$ cat src/rtl/meter_time_ctrl.sv
// Timekeeping and slew-limited needle sequencing for the three-meter ammeter clock.
// Define METER_SELFTEST_EN to compile in the power-on full-scale sweep.
module meter_time_ctrl #(
  parameter int unsigned SYSCLKHZ = 50_000_000,
  parameter int unsigned TICK_HZ  = 1,
  parameter int unsigned SLEW_DIV = 50_000
) (
  input  logic       clk,
  input  logic       Rst,
  input  logic       En,
  input  logic       set_valid,
  output logic       set_ready,
  input  logic [7:0] set_hour,
  input  logic [7:0] set_min,
  input  logic [7:0] set_sec,
  output logic [7:0] hour_data,
  output logic [7:0] min_data,
  output logic [7:0] sec_data,
  output logic       tick_o,
  output logic       busy
);

  localparam int unsigned   PRESC_TC   = SYSCLKHZ / TICK_HZ - 1;
  localparam int            PW         = (PRESC_TC > 0) ? $clog2(PRESC_TC + 1) : 1;
  localparam int            SW         = $clog2(SLEW_DIV);
  localparam logic [PW-1:0] PRESC_LAST = PW'(PRESC_TC);
  localparam logic [SW-1:0] SLEW_LAST  = SW'(SLEW_DIV - 1);

  logic [PW-1:0] presc_q, presc_d;
  logic [7:0]    hour_q, hour_d, min_q, min_d, sec_q, sec_d;
  logic [7:0]    out_q  [3];
  logic [7:0]    out_d  [3];
  logic [SW-1:0] slew_q [3];
  logic [SW-1:0] slew_d [3];
  logic [7:0]    tgt_s  [3];
  logic [2:0]    min_div12_s;
  logic          run_s, tick_s, hs_s, tick_q, mismatch_s;

  function automatic logic [7:0] clamp8(input logic [7:0] v, input logic [7:0] lim);
    return (v > lim) ? lim : v;
  endfunction

`ifdef METER_SELFTEST_EN
  localparam logic [1:0] SWEEP_UP = 2'd0;
  localparam logic [1:0] SWEEP_DN = 2'd1;
  localparam logic [1:0] RUN      = 2'd2;

  logic [1:0]    state_q, state_d;
  logic [SW-1:0] sweep_q, sweep_d;
  logic          sweep_step_s;

  assign run_s        = (state_q == RUN);
  assign sweep_step_s = !run_s && (sweep_q == SLEW_LAST);

  // Sweep sequencing: turn around at full scale, hand over to RUN back at zero.
  always_comb begin
    state_d = state_q;
    sweep_d = sweep_q;
    if (!run_s) begin
      sweep_d = sweep_step_s ? '0 : sweep_q + SW'(1);
      if (sweep_step_s && (state_q == SWEEP_UP) && (out_q[0] == 8'd58)) begin
        state_d = SWEEP_DN;
      end else if (sweep_step_s && (state_q == SWEEP_DN) && (out_q[0] == 8'd1)) begin
        state_d = RUN;
      end else begin
        state_d = state_q;
      end
    end else begin
      sweep_d = '0;
    end
  end

  always_ff @(posedge clk) begin
    if (Rst) begin
      state_q <= SWEEP_UP;
      sweep_q <= '0;
    end else begin
      state_q <= state_d;
      sweep_q <= sweep_d;
    end
  end
`else
  assign run_s = 1'b1;
`endif

  assign tick_s = run_s && En && (presc_q == PRESC_LAST);
  assign hs_s   = set_valid && set_ready;

  // A completed set overrides a coincident tick increment.
  always_comb begin
    presc_d = presc_q;
    hour_d  = hour_q;
    min_d   = min_q;
    sec_d   = sec_q;
    if (hs_s) begin
      presc_d = '0;
    end else if (run_s && En) begin
      presc_d = tick_s ? '0 : presc_q + PW'(1);
    end else begin
      presc_d = presc_q;
    end
    if (hs_s) begin
      hour_d = clamp8(set_hour, 8'd11);
      min_d  = clamp8(set_min, 8'd59);
      sec_d  = clamp8(set_sec, 8'd59);
    end else if (tick_s) begin
      if (sec_q == 8'd59) begin
        sec_d = 8'd0;
        if (min_q == 8'd59) begin
          min_d  = 8'd0;
          hour_d = (hour_q == 8'd11) ? 8'd0 : hour_q + 8'd1;
        end else begin
          min_d = min_q + 8'd1;
        end
      end else begin
        sec_d = sec_q + 8'd1;
      end
    end else begin
      sec_d = sec_q;
    end
  end

  always_comb begin
    if (min_q >= 8'd48)      min_div12_s = 3'd4;
    else if (min_q >= 8'd36) min_div12_s = 3'd3;
    else if (min_q >= 8'd24) min_div12_s = 3'd2;
    else if (min_q >= 8'd12) min_div12_s = 3'd1;
    else                     min_div12_s = 3'd0;
  end

  assign tgt_s[0] = sec_q;
  assign tgt_s[1] = min_q;
  assign tgt_s[2] = (hour_q << 2) + hour_q + {5'd0, min_div12_s};

  // Needles jump up at once but walk down one index per SLEW_DIV cycles.
  always_comb begin
    out_d  = out_q;
    slew_d = slew_q;
    for (int i = 0; i < 3; i++) begin
      if (run_s) begin
        if (tgt_s[i] > out_q[i]) begin
          out_d[i]  = tgt_s[i];
          slew_d[i] = '0;
        end else if (tgt_s[i] < out_q[i]) begin
          if (slew_q[i] == SLEW_LAST) begin
            out_d[i]  = out_q[i] - 8'd1;
            slew_d[i] = '0;
          end else begin
            slew_d[i] = slew_q[i] + SW'(1);
          end
        end else begin
          slew_d[i] = '0;
        end
      end
`ifdef METER_SELFTEST_EN
      else if (sweep_step_s) begin
        out_d[i] = (state_q == SWEEP_UP) ? out_q[i] + 8'd1 : out_q[i] - 8'd1;
      end
`endif
      else begin
        out_d[i] = out_q[i];
      end
    end
  end

  always_ff @(posedge clk) begin
    if (Rst) begin
      presc_q <= '0;
      hour_q  <= 8'd0;
      min_q   <= 8'd0;
      sec_q   <= 8'd0;
      tick_q  <= 1'b0;
      for (int i = 0; i < 3; i++) begin
        out_q[i]  <= 8'd0;
        slew_q[i] <= '0;
      end
    end else begin
      presc_q <= presc_d;
      hour_q  <= hour_d;
      min_q   <= min_d;
      sec_q   <= sec_d;
      tick_q  <= tick_s;
      for (int i = 0; i < 3; i++) begin
        out_q[i]  <= out_d[i];
        slew_q[i] <= slew_d[i];
      end
    end
  end

  assign mismatch_s = (out_q[0] != tgt_s[0]) || (out_q[1] != tgt_s[1]) || (out_q[2] != tgt_s[2]);
  assign busy       = !run_s || mismatch_s;
  assign set_ready  = run_s && !mismatch_s;
  assign tick_o     = tick_q;
  assign sec_data   = out_q[0];
  assign min_data   = out_q[1];
  assign hour_data  = out_q[2];

endmodule

$ cat config.mk
export PLATFORM = sky130hd
export DESIGN_NAME = meter_time_ctrl
export DESIGN_NICKNAME = d
export VERILOG_FILES = /design/src/rtl/meter_time_ctrl.sv
export SDC_FILE = /design/constraint.sdc
export NUM_CORES = 1
export LEC_CHECK = 0
export ABC_AREA = 1
export CORE_UTILIZATION = 45
export CTS_CLUSTER_DIAMETER = 150
export DETAILED_ROUTE_END_ITERATION = 7
export PLACE_DENSITY = 0.65
export SYNTH_ARGS = -nofsm -noshare
export SYNTH_HDL_FRONTEND = slang
export SYNTH_SLANG_ARGS = --single-unit
$ cat constraint.sdc
create_clock -name clk -period 4.9 [get_ports clk]
set_input_delay 0.735 -clock clk [delete_from_list [all_inputs] [get_ports clk]]
set_output_delay 0.735 -clock clk [all_outputs]
set_load 0.02 [all_outputs]
# --- Word level (Yosys, flattened, before mapping) ---
# Cells that the tools add are included.
totals:
  regBits: 123
  in_bits: 28
  output_inout_bits: 27
op_classes:
  add_sub_neg: 12
  n_lt_le_gt_ge: 13
  eq_ne: 10
  n_mux: 29
  n_bitwise: 3
  n_reduce_logical: 23
ops:
  columns: ["operator", "count"]
  rows:
  - ["$mux W8", 24]
  - ["$add A16 B1 Y16 const B", 3]
  - ["$eq A16 B16 Y1 const B", 3]
  - ["$add A26 B1 Y26 const B", 1]
  - ["$eq A26 B26 Y1 const B", 1]
  - ["$mux W26", 1]
  - ["$add A8 B1 Y8 const B", 3]
  - ["$gt A8 B8 Y1", 3]
  - ["$lt A8 B8 Y1", 3]
  - ["$ne A8 B8 Y1", 3]
  - ["$sub A8 B1 Y8 const B", 3]
  - ["$reduce_bool A2 Y1", 9]
  - ["$eq A8 B6 Y1 const B", 2]
  - ["$ge A8 B6 Y1 const B", 2]
  - ["$gt A8 B6 Y1 const B", 2]
  - ["$reduce_or A4 Y1", 3]
  - ["$add A8 B3 Y8", 1]
  - ["$add A8 B8 Y8", 1]
  - ["$eq A8 B4 Y1 const B", 1]
  - ["$ge A8 B4 Y1 const B", 1]
  - ["$ge A8 B5 Y1 const B", 1]
  - ["$gt A8 B4 Y1 const B", 1]
  - ["$reduce_and A2 Y1", 4]
  - ["$mux W2", 2]
  - ["other kinds (8)", 12]

# --- Depth between registers and ports, before layout ---
# Gate-level depths: netlist of run 1.
logic_depth:
  depth_word: 12
  mapped_depth: 29
  mapped_depth_nobuf: 28

# --- Worst setup path before layout of run 1 ---
# OpenSTA, ideal clock, no wires.
synth_path:
  path_type: "reg-to-output"
  startpoint: "register min_q[4]"
  endpoint: "output set_ready"
  arrival_time_ns: 3.174
  required_ns: 4.165
  slack_ns: 0.991
  stages_incl_launch_ff: 22
  path_cell_list: "dfxtp_1 > clkbuf_2 > nand2_1 > nand2_1 > inv_1 > fa_1 > fa_1 > inv_1 > nand3_1 > nand2_1 > nand2_1 > nand2_1 > nand2_1 > nand2_1 > inv_1 > ha_1 > nand2_1 > nor2_2 > nand2_2 > nor2_4 > nand2_1 > inv_1"
synth_via:
  elab_chain_len: 9
synth_rtl:
  columns: ["item", "line_no", "text"]
  rows:
  - ["from (decl)", "30", "logic [7:0] hour_q, hour_d, min_q, min_d, sec_q, sec_d;"]
  - ["from (signal assigned)", "180", "min_q <= min_d;"]
  - ["$ge A8 B4 Y1", "127", "else if (min_q >= 8'd12) min_div12_s = 3'd1;"]
  - ["$mux W1", "127", null]
  - ["$mux W2", "126", "else if (min_q >= 8'd24) min_div12_s = 3'd2;"]
  - ["$mux W2", "125", "else if (min_q >= 8'd36) min_div12_s = 3'd3;"]
  - ["$mux W3", "124", "if (min_q >= 8'd48) min_div12_s = 3'd4;"]
  - ["$add A8 B3 Y8", "133", "assign tgt_s[2] = (hour_q << 2) + hour_q + {5'd0, min_div12_s};"]
  - ["$ne A8 B8 Y1", "190", "assign mismatch_s = (out_q[0] != tgt_s[0]) || (out_q[1] != tgt_s[1]) || (out_q[2] != tgt_s[2]);"]
  - ["$logic_or A1 B1 Y1 (*)", "190", null]
  - ["named net busy", "20", "output logic busy"]
  - ["$logic_not A1 Y1 (*)", "192", "assign set_ready = run_s && !mismatch_s;"]
  - ["to (decl)", "12", "output logic set_ready,"]
# Mark *: on every way through the listed nets, which the timed path passes. The rest lies on a longest branch.

# --- Final worst setup path of run 1 ---
layout_path:
  startpoint: "register min_q[7]"
  endpoint: "output set_ready"
layout_via:
  elab_chain_len: 9
layout_rtl:
  columns: ["item", "line_no"]
  rows:
  - ["$ge A8 B4 Y1", "127"]
  - ["$mux W1", "127"]
  - ["$mux W2", "126"]
  - ["$mux W2", "125"]
  - ["$mux W3", "124"]
  - ["$add A8 B3 Y8", "133"]
  - ["$ne A8 B8 Y1", "190"]
  - ["$logic_or A1 B1 Y1 (*)", "190"]
  - ["$logic_not A1 Y1 (*)", "192"]
# Mark *: on every way between the ends. The rest lies on a longest branch, timed or not.

==> impl_table.tex, run 1 <==
\begin{tabular}{lr}
\hline
Metric & Value \\
\hline
\multicolumn{2}{l}{\textbf{Drt}} \\
Total routed wirelength & roughly 19 mm \\
Length of the first detailed-routing pass in iterations & 5 \\
1st-iter DRT viols & about 450 \\
Total via count in the routed design & just under 8000 \\
Residual DRC & 0 \\
Antenna-violating nets left & 0 \\
Via/cell ratio & approximately 5.0 \\
Post-detailed-route wirelength per cell & between 10 and 15 um \\
\multicolumn{2}{l}{\textbf{Floorplanning}} \\
Horizontal die dimension & approximately 140 um \\
Floorplan row count & 49 \\
Initial Util & between 40\% and 50\% \\
Area of the core & $\sim$18000 um2 \\
Die Height & roughly 140 um \\
Number of top-level pins & 55 \\
Die ar. & 18900 um2 \\
\multicolumn{2}{l}{\textbf{Timing}} \\
Time the final worst path needs with I/O delays and setup & 4.46 ns \\
Final Skew & around 0.016 ns \\
Slew HR & 54.7\% \\
Number of pins with negative max-slew slack in the final report & 0 \\
RSZ-0062 raised after global routing & no \\
Hold Vio Cnt, Final & 0 \\
Fmax & 224 MHz \\
Slew at the pin with the worst max-slew slack & between 0.6 and 0.7 ns \\
Final cycle utilization of the critical path & 91.1\% \\
Aggregate negative setup slack & 0 ns \\
Final count of negative-setup-slack endpoints & 0 \\
\multicolumn{2}{l}{\textbf{Synthesis}} \\
Post-synth EDFFs & 0 \\
Post-synth top flop & sky130\_fd\_sc\_hd\_\_dfxtp\_1 \\
Distinct cells, synth & 46 \\
Cell count after synthesis & 1259 \\
Leading post-synthesis cells by cell area & sky130\_fd\_sc\_hd\_\_dfxtp\_1 30\%, sky130\_fd\_sc\_hd\_\_nand2\_1 13\%, sky130\_fd\_sc\_hd\_\_nor2\_1 9.4\% \\
Asr flop ratio synth & 0\% \\
Post-synth net total & around 1300 \\
Number of warnings printed during yosys synthesis & 0 \\
Area fraction of the dominant cell type after synthesis & about 30\% \\
Sequential-to-total area share from yosys stat & between 20 and 30\% \\
Avg Synthesized Cell Area & roughly 6.5 um2 \\
Library cell with the largest summed area after synthesis & sky130\_fd\_sc\_hd\_\_dfxtp\_1 \\
Flop and latch count out of synthesis & 123 \\
Area of the mapped netlist & around 8200 um2 \\
\multicolumn{2}{l}{\textbf{GRT}} \\
Vias in the first global route & approximately 6800 \\
Global-route wire length before repair & approximately 32 mm \\
Largest net degree at the start of global routing & 35 \\
Total grt overflow & 0 \\
Number of antenna violations at the first check in global routing & 0 \\
Overall Global Routing Usage & 21.2\% \\
\multicolumn{2}{l}{\textbf{Clock tree}} \\
Number of CTS-inserted buffers & 17 \\
CTS tree & yes \\
Clk pin slew, worst setup/hold paths & approximately 0.060 ns \\
H-tree depth reported by CTS & 4 \\
CTS sink count & approximately 120 \\
Deepest clock path buffer count & 2 \\
Clock latency on the worst-skew pair & $\sim$0.43 ns \\
Buffer cell driving the clock tree root & sky130\_fd\_sc\_hd\_\_clkbuf\_16 \\
\multicolumn{2}{l}{\textbf{Worst setup path}} \\
Slowest stage cell, crit path & sky130\_fd\_sc\_hd\_\_fa\_1 \\
End of the worst register-to-register path & hour\_q[4]\$\_SDFFE\_PP0P\_ \\
WS Path Type & register to output port \\
Crit Reg-Reg Startpoint & min\_q[7]\$\_SDFFE\_PP0P\_ \\
WP data required & between 4 and 5 ns \\
Longest individual stage delay on the worst path & between 0.3 and 0.4 ns \\
Critical Path Source & min\_q[7]\$\_SDFFE\_PP0P\_ \\
Cell occurring most often along the worst timing path & sky130\_fd\_sc\_hd\_\_nand2\_1 \\
Arrival time reported for the critical path endpoint & approximately 3.7 ns \\
Worst setup SP type & register \\
Critical path, cell by cell & nor2\_4 > nand3\_1 > o22a\_1 > nor2\_1 > ha\_1 > ha\_1 > inv\_1 > fa\_1 > inv\_1 > nand3\_1 > nand2\_1 > nand2\_1 > nand2\_1 > nand2\_1 > nand2\_1 > inv\_1 > ha\_1 > nand2\_1 > nor2\_4 > nand2\_4 > nor2\_4 > nand2\_1 > inv\_1 > clkbuf\_2 \\
Setup slack on the worst flop-to-flop path & 0.81 ns \\
CP max FO & 6 \\
R2r worst-path depth & 26 \\
Crit end category & output port \\
\multicolumn{2}{l}{\textbf{Power and ir drop}} \\
Peak supply drop & 0.000450 V \\
Total power & 4.93 mW \\
Leak Pwr & 4.03 nW \\
Total power per unit cell area & slightly above 500 nW/um2 \\
\multicolumn{2}{l}{\textbf{Placed design}} \\
HPWL after DPL & 14.3 mm \\
IO buf count & 54 \\
Placer congestion estimate & 0.865 \\
Dpl cell area & 8960 um2 \\
\multicolumn{2}{l}{\textbf{Run}} \\
Max-cap violations & 0 \\
\multicolumn{2}{l}{\textbf{Final layout}} \\
Final nets & 1392 \\
Final instance area & between 9000 and 10000 um2 \\
Fillcell total & between 1500 and 2000 \\
Ant. Diodes & 0 \\
P\&R area growth vs syn & 15.6\% \\
Share of final-layout standard cells stronger than drive strength 1 & under 10\% \\
\multicolumn{2}{l}{\textbf{Hold path}} \\
Number of cells on the worst hold path & 1 \\
Startpoint of the worst hold path & slew\_q[0]\$\_SDFF\_PP0\_ \\
Sink of the worst hold path & slew\_q[0]\$\_SDFF\_PP0\_ \\
Worst min-delay path class & register to register \\
\multicolumn{2}{l}{\textbf{Status}} \\
Run status & complete, no violations \\
\hline
\end{tabular}
[worst max-delay path by stage]
stage          slack [ns]        end  cells after the start
6_report             0.44  set_ready                     24
2_1_floorplan        0.99  set_ready                     21
4_1_cts              0.15  set_ready                     24
3_3_place_gp         0.40  set_ready                     24
5_1_grt              0.05  set_ready                     24
3_5_place_dp         0.31  set_ready                     24
[power by group]
| part | switching (mW) | internal, mW | total, mW |
|---|---|---|---|
| Combinational | 1.75 | 0.779 | 2.53 |
| Sequential | 0.126 | 1.11 | 1.23 |
| Clock | 0.492 | 0.674 | 1.17 |
[through the flow]
stage	hold WS, ns	worst slack [ns]	std cells	utilization (%)
after global placement	0.429	0.403	1524	49.9
after floorplan	0.418	0.991	1259	-
after global routing	0.474	0.0533	1557	53.1
after detailed placement	0.436	0.313	1524	49.9
after CTS	0.450	0.147	1556	53.0
final	0.448	0.437	1557	53.1
[registers in the layout, indices dropped and copies added, names as in the netlist]
name       flops
hour_q         8
slew_q        48
sec_q          8
tick_o         1
sec_data       8
min_q          8
hour_data      8
min_data       8
presc_q       26
[synth_stat cells (3+ instances only)]
library cell                 n
sky130_fd_sc_hd__inv_1     157
sky130_fd_sc_hd__nor2_2     12
sky130_fd_sc_hd__or2_0       3
sky130_fd_sc_hd__xnor2_1     9
sky130_fd_sc_hd__nand4_1    25
sky130_fd_sc_hd__nand3b_1    9
sky130_fd_sc_hd__xor2_1     46
sky130_fd_sc_hd__o21ai_0    30
sky130_fd_sc_hd__a21o_1      3
sky130_fd_sc_hd__inv_2      10
sky130_fd_sc_hd__nor3_1     37
sky130_fd_sc_hd__nand2_4     4
sky130_fd_sc_hd__a31oi_1     5
sky130_fd_sc_hd__nand2_1   281
sky130_fd_sc_hd__buf_2       7
sky130_fd_sc_hd__nand3_2     3
sky130_fd_sc_hd__a21oi_1    50
sky130_fd_sc_hd__nor2_4      7
sky130_fd_sc_hd__nor4_1      4
sky130_fd_sc_hd__nor3b_1     4
sky130_fd_sc_hd__nand2_2    17
sky130_fd_sc_hd__nor3_2      5
sky130_fd_sc_hd__clkbuf_1    5
sky130_fd_sc_hd__nor2_1    206
sky130_fd_sc_hd__buf_6       4
sky130_fd_sc_hd__ha_1       47
sky130_fd_sc_hd__dfxtp_1   123
sky130_fd_sc_hd__nand3_1   110
sky130_fd_sc_hd__o21ai_1    14
[worst max-delay path: cells and delay by family (launching register included)]
family | cells | cell delay [ns]
compound gates | 1 | 0.20
buf+inv | 5 | 0.39
flops | 1 | 0.38
simple gates | 14 | 1.36
fa+ha+maj | 4 | 1.00
[layout by cell type (no fill, tap or decap), drive strengths merged, types with 26 or more instances in the layout]
master,synthesis,final
nand2,302,302
nor2,225,225
inv,167,168
dfxtp,123,123
nand3,115,115
clkdlybuf4s50,0,52
a21oi,51,51
ha,47,47
xor2,46,46
o21ai,46,46
nor3,42,42
nand4,26,26
[final cells by class]
class | count | area [um2] | share of cell area (%)
multi-input combinational | 949 | 5050 | 53.0
clock buffer | 19 | 453 | 4.75
tap | 229 | 287 | 3.01
timing repair buffer | 57 | 553 | 5.80
clock inverter | 13 | 96.3 | 1.01
sequential | 123 | 2460 | 25.9
inverter | 167 | 627 | 6.58
[logic make-up (layout without fill, tap and decap cells)]
kind of cell,after synthesis,count (layout),synth area share (%)
buffers and inverters,187,256,9.10
adder cells (fa/ha/maj),49,49,7.62
flip-flops,123,123,29.9
XOR/XNOR,55,55,5.84
AO/OA/AOI/OAI,112,112,7.39
AND/OR/NAND/NOR,733,733,40.2
[what timing repair did]
item	CTS	global route
resized for setup	4	8
buffers inserted	0	1
hold buffers	0	0
pin swaps	0	1
setup endpoints to repair	2	2
[routing by layer]
metal	vias to the layer above	part of all wire [%]	routed length, um	GRT usage [%]
met5	-	0	0	0
met4	0	1.2	221	6.41
met2	129	46	8850	34.8
li1	4151	-	-	-
met3	15	3.6	686	4.05
met1	3453	49	9380	27.9
Power figures use the tool's default switching activity.
==> run 2: changes to the inputs <==
Settings changed: CORE_MARGIN set to 5.
==> run 2 against run 1 <==
Compared with the run above:
- combinational power about the same
- utilization fell by 0.14 points
- final area about the same
- sequential share of layout area about the same
- total power rose by 0.89%
- sequential cell count is the same
- fmax down 2.8%
- critical path type unchanged
- worst hold slack worse by 0.00093 ns
==> impl_table.tex, run 2 (same netlist as run 1, synthesis figures left out) <==
\begin{tabular}{lr}
\hline
Metric & Value \\
\hline
\multicolumn{2}{l}{\textbf{Worst setup path}} \\
Crit end category & output port \\
End of the worst register-to-register path & hour\_q[5]\$\_SDFFE\_PP0P\_ \\
CP max FO & 8 (+2) \\
Worst setup SP type & register \\
R2r worst-path depth & 27 (+3.8\%) \\
Longest individual stage delay on the worst path & 0.41 ns (+0.02 ns) \\
Arrival time reported for the critical path endpoint & 3.86 ns (+0.13 ns) \\
WS Path Type & register to output port \\
Setup slack on the worst flop-to-flop path & 0.74 ns (-0.07 ns) \\
Cell occurring most often along the worst timing path & sky130\_fd\_sc\_hd\_\_nand2\_1 \\
WP data required & 4.16 ns (about the same) \\
Slowest stage cell, crit path & sky130\_fd\_sc\_hd\_\_dfxtp\_2 \\
Crit Reg-Reg Startpoint & min\_q[4]\$\_SDFFE\_PP0P\_ \\
\multicolumn{2}{l}{\textbf{Floorplanning}} \\
Floorplan row count & 49 (unchanged) \\
Die ar. & 21100 um2 (+12\%) \\
Initial Util & 45.7\% (-0.16 points) \\
Die Height & 145 um (+5.8\%) \\
Number of top-level pins & 55 (unchanged) \\
Area of the core & 18000 um2 (+0.34\%) \\
Horizontal die dimension & 145 um (+5.8\%) \\
\multicolumn{2}{l}{\textbf{Timing}} \\
RSZ-0062 raised after global routing & no \\
Setup ws final & 0.308 ns (-0.129 ns) \\
Fmax & 218 MHz (-2.8\%) \\
Final cycle utilization of the critical path & 93.7\% (+2.6 points) \\
Final Skew & 0.00849 ns (-0.00719 ns) \\
Slew HR & 56.5\% (+1.8 points) \\
Hold Vio Cnt, Final & 0 (unchanged) \\
Slew at the pin with the worst max-slew slack & 0.650 ns (-0.0272 ns) \\
Worst hold margin & 0.447 ns (-0.000926 ns) \\
Time the final worst path needs with I/O delays and setup & 4.59 ns (+0.129 ns) \\
Final count of negative-setup-slack endpoints & 0 (unchanged) \\
Aggregate negative setup slack & 0 ns (unchanged) \\
Number of pins with negative max-slew slack in the final report & 0 (unchanged) \\
\multicolumn{2}{l}{\textbf{Hold path}} \\
Number of cells on the worst hold path & 1 (unchanged) \\
Sink of the worst hold path & slew\_q[0]\$\_SDFF\_PP0\_ \\
Worst min-delay path class & register to register \\
Startpoint of the worst hold path & slew\_q[0]\$\_SDFF\_PP0\_ \\
\multicolumn{2}{l}{\textbf{Placed design}} \\
Setup slack after placement & 0.227 ns (-0.0853 ns) \\
Cell count after placement & 1525 (+0.066\%) \\
HPWL after DPL & 14.9 mm (+4.3\%) \\
IO buf count & 54 (unchanged) \\
Placer congestion estimate & 0.870 (+0.65\%) \\
\multicolumn{2}{l}{\textbf{Clock tree}} \\
Number of CTS-inserted buffers & 17 (unchanged) \\
CTS tree & yes \\
Buffer cell driving the clock tree root & sky130\_fd\_sc\_hd\_\_clkbuf\_16 \\
CTS sink count & 123 (unchanged) \\
Clock latency on the worst-skew pair & 0.42 ns (about the same) \\
H-tree depth reported by CTS & 4 (unchanged) \\
Clk pin slew, worst setup/hold paths & 0.06 ns (about the same) \\
Deepest clock path buffer count & 2 (unchanged) \\
\multicolumn{2}{l}{\textbf{Run}} \\
Max-cap violations & 0 (unchanged) \\
\multicolumn{2}{l}{\textbf{Drt}} \\
Residual DRC & 0 (unchanged) \\
Met2 wirelength from detailed routing & 9.32 mm (+5.3\%) \\
Total via count in the routed design & 7804 (+0.72\%) \\
Routed met1 length & 9.60 mm (+2.3\%) \\
Highest layer used for signal routing & met4 \\
Total routed wirelength & 19.9 mm (+4.0\%) \\
Length of the first detailed-routing pass in iterations & 5 (unchanged) \\
Via/cell ratio & 5.02 (+0.85\%) \\
Antenna-violating nets left & 0 (unchanged) \\
1st-iter DRT viols & 529 (+17\%) \\
Post-detailed-route wirelength per cell & 12.8 um (+4.1\%) \\
Metal3 WL & 707 um (+3.1\%) \\
\multicolumn{2}{l}{\textbf{Final layout}} \\
P\&R area growth vs syn & 15.7\% (about the same) \\
Share of final-layout standard cells stronger than drive strength 1 & 7.54\% (-0.37 points) \\
Register area & 2460 um2 (about the same) \\
Number of flip-flops in the largest register & 48 (unchanged) \\
Multi-input gate area in the final layout & 5040 um2 (-0.20\%) \\
Largest registers & slew\_q (48), presc\_q (26) \\
Post-layout instance count excluding filler cells & 1555 (-0.13\%) \\
Register with the highest flop count & slew\_q \\
Final nets & 1392 (unchanged) \\
Most common cell after layout, fill and taps aside & sky130\_fd\_sc\_hd\_\_nand2\_1 \\
Ant. Diodes & 0 (unchanged) \\
Fillcell total & 1809 (-2.4\%) \\
Most frequent cells in the layout & 281 x sky130\_fd\_sc\_hd\_\_nand2\_1, 205 x sky130\_fd\_sc\_hd\_\_nor2\_1, 157 x sky130\_fd\_sc\_hd\_\_inv\_1, 122 x sky130\_fd\_sc\_hd\_\_dfxtp\_1, 110 x sky130\_fd\_sc\_hd\_\_nand3\_1 \\
\multicolumn{2}{l}{\textbf{GRT}} \\
Vias in the first global route & 7115 (+4.6\%) \\
Global-route wire length before repair & 33.2 mm (+4.3\%) \\
Total grt overflow & 0 (unchanged) \\
Overall Global Routing Usage & 18.4\% (-2.8 points) \\
Number of antenna violations at the first check in global routing & 0 (unchanged) \\
Largest net degree at the start of global routing & 35 (unchanged) \\
\multicolumn{2}{l}{\textbf{Status}} \\
Run status & complete, no violations \\
\multicolumn{2}{l}{\textbf{Power and ir drop}} \\
Total power & 4.98 mW (+0.89\%) \\
Total power per unit cell area & 522 nW/um2 (+0.81\%) \\
Leak Pwr & 4.05 nW (+0.51\%) \\
Peak supply drop & 0.000393 V (-13\%) \\
\hline
\end{tabular}
==> run 2: cell types whose count changed in the layout (fill, tap and decap cells not counted), moves of 2 or more <==
cell                         previous run  this run
sky130_fd_sc_hd__nor2_4                 9         7
sky130_fd_sc_hd__clkinvlp_4             4         0
sky130_fd_sc_hd__nor2_2                11        13
sky130_fd_sc_hd__clkbuf_1               0         2
sky130_fd_sc_hd__bufinv_16              0         2
sky130_fd_sc_hd__clkinv_4               4         1
==> run 2: where the power goes <==
part / internal [mW] / total (mW) / switching [mW]
Sequential: 1.11 / 1.23 / 0.123
Combinational: 0.772 / 2.51 / 1.74
Clock: 0.779 / 1.23 / 0.455
==> run 2: worst max-delay path by stage <==
stage                          startpoint        end  slack [ns]  cells past startpoint
floorplan           min_q[4]$_SDFFE_PP0P_  set_ready        0.99                     21
global placement    min_q[4]$_SDFFE_PP0P_  set_ready        0.28                     25
detailed placement  min_q[4]$_SDFFE_PP0P_  set_ready        0.23                     25
CTS                 min_q[6]$_SDFFE_PP0P_  set_ready        0.06                     24
global route        min_q[6]$_SDFFE_PP0P_  set_ready        0.01                     24
finish              min_q[4]$_SDFFE_PP0P_  set_ready        0.31                     25
==> run 2: timing repair <==
item	in CTS	in global routing
resized for setup	3	7
hold buffers	0	0
setup endpoints to repair	2	2
buffers inserted	0	0
pin swaps	0	0
==> run 2: cell type report <==
type / count / area share [%]
clock inverter: 8 / 0.984
timing repair buffer: 57 / 5.80
clock buffer: 22 / 4.97
inverter: 167 / 6.57
sequential: 123 / 25.8
tap: 229 / 3.00
multi-input combinational: 949 / 52.8
==> run 2: routing by layer <==
layer	up-vias	GRT usage, %
met1	3489	24.3
met2	141	30.8
li1	4154	-
met5	-	0
met4	0	4.80
met3	20	3.58
==> run 2: stage by stage <==
stage | instance area [um2] | util [%]
6_report | 9540 | 52.9
5_1_grt | 9540 | 52.9
4_1_cts | 9540 | 52.9
3_5_place_dp | 8970 | 49.8
3_3_place_gp | 8970 | 49.8
2_1_floorplan | 8250 | -
==> run 2: critical path: cells and delay by family, from the launching register on <==
family / cells / cell delay (ns)
fa+ha+maj: 4 / 1.11
flops: 1 / 0.41
simple gates: 14 / 1.29
buf+inv: 7 / 0.59
==> run 3: changes to the inputs <==
Settings changed: PLACE_DENSITY 0.65 to 0.61.
==> run 3 against run 2 <==
Compared with the run above:
- via count up 0.10%
- register-to-register slack better by 0.17 ns
- combinational power up 2%
- sequential share of layout area down 0.22 points
- largest cell class unchanged
- largest power group unchanged
==> impl_table.tex, run 3 (same netlist as run 1, synthesis figures left out) <==
\begin{tabular}{lr}
\hline
Metric & Value \\
\hline
\multicolumn{2}{l}{\textbf{Status}} \\
Run status & complete, no violations \\
\multicolumn{2}{l}{\textbf{Power and ir drop}} \\
Total power per unit cell area & 532 nW/um2 (+1.9\%) \\
Sw Pwr & 2.39 mW (+3.1\%) \\
Leak Pwr & 4.08 nW (+0.85\%) \\
Internal power of the cells & 2.73 mW (+2.7\%) \\
Comb pwr share & 50.3\% (-0.2 points) \\
Total power & 5.12 mW (+2.9\%) \\
Peak supply drop & 0.000363 V (-7.7\%) \\
Relative contribution of the clock network to total power & 25.8\% (+1.0 points) \\
Relative contribution of sequential cells to total power & 24.0\% (-0.7 points) \\
Switching Fraction & 46.6\% (+0.084 points) \\
\multicolumn{2}{l}{\textbf{Timing}} \\
Setup ws final & 0.440 ns (+0.133 ns) \\
Final cycle utilization of the critical path & 91.0\% (-2.7 points) \\
Aggregate negative setup slack & 0 ns (unchanged) \\
Final count of negative-setup-slack endpoints & 0 (unchanged) \\
Fmax & 224 MHz (+3.0\%) \\
Final Skew & 0.0174 ns (+0.00887 ns) \\
Hold Vio Cnt, Final & 0 (unchanged) \\
Worst hold margin & 0.450 ns (+0.00303 ns) \\
Time the final worst path needs with I/O delays and setup & 4.46 ns (-0.133 ns) \\
Slew HR & 51.6\% (-4.9 points) \\
Slew at the pin with the worst max-slew slack & 0.723 ns (+0.0730 ns) \\
Number of pins with negative max-slew slack in the final report & 0 (unchanged) \\
\multicolumn{2}{l}{\textbf{Worst setup path}} \\
Crit end category & output port \\
CP max FO & 6 (-2) \\
WP data required & 4.16 ns (about the same) \\
WS Path Type & register to output port \\
Arrival time reported for the critical path endpoint & 3.72 ns (-0.14 ns) \\
Worst setup SP type & register \\
End of the critical path & set\_ready \\
R2r worst-path depth & 26 (-3.7\%) \\
Critical Path Source & min\_q[6]\$\_SDFFE\_PP0P\_ \\
End of the worst register-to-register path & min\_q[7]\$\_SDFFE\_PP0P\_ \\
Setup slack on the worst flop-to-flop path & 0.91 ns (+0.17 ns) \\
Crit Reg-Reg Startpoint & min\_q[6]\$\_SDFFE\_PP0P\_ \\
\multicolumn{2}{l}{\textbf{Floorplanning}} \\
Die ar. & 21100 um2 (unchanged) \\
Area of the core & 18000 um2 (unchanged) \\
Number of top-level pins & 55 (unchanged) \\
Die Height & 145 um (unchanged) \\
Horizontal die dimension & 145 um (unchanged) \\
Initial Util & 45.7\% (unchanged) \\
Floorplan row count & 49 (unchanged) \\
\multicolumn{2}{l}{\textbf{Drt}} \\
1st-iter DRT viols & 464 (-12\%) \\
Highest layer used for signal routing & met4 \\
Met2 wirelength from detailed routing & 9.17 mm (-1.6\%) \\
Length of the first detailed-routing pass in iterations & 7 (+2) \\
Post-detailed-route wirelength per cell & 12.8 um (-0.20\%) \\
Metal3 WL & 648 um (-8.3\%) \\
Total via count in the routed design & 7812 (+0.10\%) \\
Routed met1 length & 9.91 mm (+3.2\%) \\
Residual DRC & 0 (unchanged) \\
Via/cell ratio & 5.01 (-0.22\%) \\
Total routed wirelength & 19.9 mm (+0.12\%) \\
Antenna-violating nets left & 0 (unchanged) \\
\multicolumn{2}{l}{\textbf{Clock tree}} \\
Clock latency on the worst-skew pair & 0.42 ns (about the same) \\
Setup Buffers After CTS & 0 (unchanged) \\
Number of hold buffers added after cts & 0 (unchanged) \\
Number of CTS-inserted buffers & 17 (unchanged) \\
Clk pin slew, worst setup/hold paths & 0.06 ns (about the same) \\
Deepest clock path buffer count & 2 (unchanged) \\
H-tree depth reported by CTS & 4 (unchanged) \\
CTS sink count & 123 (unchanged) \\
CTS tree & yes \\
Buffer cell driving the clock tree root & sky130\_fd\_sc\_hd\_\_clkbuf\_16 \\
\multicolumn{2}{l}{\textbf{Final layout}} \\
P\&R area growth vs syn & 16.7\% \\
Final nets & 1395 (+0.22\%) \\
Register with the highest flop count & slew\_q \\
Number of flip-flops in the largest register & 48 (unchanged) \\
Most common cell after layout, fill and taps aside & sky130\_fd\_sc\_hd\_\_nand2\_1 \\
Largest registers & slew\_q (48), presc\_q (26) \\
Most frequent cells in the layout & 281 x sky130\_fd\_sc\_hd\_\_nand2\_1, 205 x sky130\_fd\_sc\_hd\_\_nor2\_1, 157 x sky130\_fd\_sc\_hd\_\_inv\_1, 121 x sky130\_fd\_sc\_hd\_\_dfxtp\_1, 110 x sky130\_fd\_sc\_hd\_\_nand3\_1 \\
Multi-input gate area in the final layout & 5050 um2 (+0.20\%) \\
Register area & 2460 um2 (about the same) \\
Share of final-layout standard cells stronger than drive strength 1 & 8.04\% (+0.50 points) \\
Final instance area & 9620 um2 (+0.91\%) \\
Ant. Diodes & 0 (unchanged) \\
Fillcell total & 1869 (+3.3\%) \\
\multicolumn{2}{l}{\textbf{Placed design}} \\
Dpl cell area & 8990 um2 (+0.25\%) \\
Setup slack after placement & 0.270 ns (+0.0420 ns) \\
HPWL after DPL & 15.1 mm (+1.3\%) \\
IO buf count & 54 (unchanged) \\
Placer congestion estimate & 0.846 (-2.8\%) \\
\multicolumn{2}{l}{\textbf{Run}} \\
Max-cap violations & 0 (unchanged) \\
\multicolumn{2}{l}{\textbf{Hold path}} \\
Worst min-delay path class & register to register \\
\multicolumn{2}{l}{\textbf{GRT}} \\
Global-route wire length before repair & 33.1 mm (-0.19\%) \\
Vias in the first global route & 6821 (-4.1\%) \\
Total grt overflow & 0 (unchanged) \\
Number of antenna violations at the first check in global routing & 0 (unchanged) \\
Largest net degree at the start of global routing & 26 (-26\%) \\
Overall Global Routing Usage & 18.5\% (+0.16 points) \\
\hline
\end{tabular}
run 3: changes by cell type in the layout (fill, tap and decap cells not counted), sizes merged:
cell and delta:
buf +2, bufinv +1, clkbuf -1, clkinvlp +1, inv +2
run 3: what timing repair did:
item / in CTS / in global routing
pin swaps: 0 / 1
setup endpoints to repair: 2 / 2
gates resized for setup: 3 / 9
run 3: per-stage QoR:
step	util, %	instances
after detailed placement	49.9	1528
final	53.4	1560
after CTS	53.3	1560
after global placement	49.9	1528
after global routing	53.4	1560
after floorplan	-	1259
run 3: final cells by class:
| type | instances | area share [%] |
|---|---|---|
| multi-input cells | 949 | 52.5 |
| flip-flops and latches | 123 | 25.6 |
| inverters | 167 | 6.51 |
| repair buffers | 60 | 5.98 |
| clock buffers | 20 | 4.75 |
| well taps | 229 | 2.98 |
| clock inverters | 12 | 1.70 |
run 3: worst max-delay path, stage by stage, from the launching register on:
cell                       delay [ns]
sky130_fd_sc_hd__dfxtp_2         0.37
sky130_fd_sc_hd__nor2_4          0.14
sky130_fd_sc_hd__nand3_1         0.10
sky130_fd_sc_hd__o22a_1          0.18
sky130_fd_sc_hd__nor2_1          0.09
sky130_fd_sc_hd__ha_1            0.15
sky130_fd_sc_hd__ha_1            0.17
sky130_fd_sc_hd__inv_1           0.06
sky130_fd_sc_hd__fa_1            0.39
sky130_fd_sc_hd__inv_1           0.07
sky130_fd_sc_hd__nand3_1         0.08
sky130_fd_sc_hd__nand2_1         0.09
sky130_fd_sc_hd__nand2_1         0.06
sky130_fd_sc_hd__nand2_1         0.06
sky130_fd_sc_hd__nand2_1         0.04
sky130_fd_sc_hd__nand2_1         0.06
sky130_fd_sc_hd__inv_1           0.05
sky130_fd_sc_hd__ha_1            0.28
sky130_fd_sc_hd__nand2_1         0.10
sky130_fd_sc_hd__nor2_4          0.15
sky130_fd_sc_hd__nand2_4         0.10
sky130_fd_sc_hd__nor2_4          0.16
sky130_fd_sc_hd__nand2_1         0.13
sky130_fd_sc_hd__inv_1           0.07
sky130_fd_sc_hd__clkbuf_2        0.16
run 3: power by group through the flow:
stage	Combinational, mW	Sequential [mW]	Clock, mW
floorplan	1.95	1.25	0
global route	2.91	1.24	1.40
detailed placement	2.58	1.24	0
finish	2.57	1.23	1.32
CTS	2.58	1.22	1.35
global placement	2.56	1.24	0
run 3: worst min-delay path by stage:
| stage | to | slack (ns) | startpoint | depth (start not counted) |
|---|---|---|---|---|
| floorplan | slew_q[0]$_SDFF_PP0_ | 0.42 | slew_q[0]$_SDFF_PP0_ | 1 |
| global placement | slew_q[16]$_SDFF_PP0_ | 0.43 | slew_q[16]$_SDFF_PP0_ | 1 |
| detailed placement | slew_q[16]$_SDFF_PP0_ | 0.44 | slew_q[16]$_SDFF_PP0_ | 1 |
| CTS | slew_q[16]$_SDFF_PP0_ | 0.45 | slew_q[16]$_SDFF_PP0_ | 1 |
| global route | slew_q[16]$_SDFF_PP0_ | 0.47 | slew_q[16]$_SDFF_PP0_ | 1 |
| finish | slew_q[16]$_SDFF_PP0_ | 0.45 | slew_q[16]$_SDFF_PP0_ | 1 |
run 3: routing by layer:
| layer | up-vias | track usage, % |
|---|---|---|
| met2 | 138 | 29.8 |
| met4 | 0 | 4.62 |
| met3 | 17 | 3.27 |
| met1 | 3495 | 25.9 |
| li1 | 4162 | - |
| met5 | - | 0 |
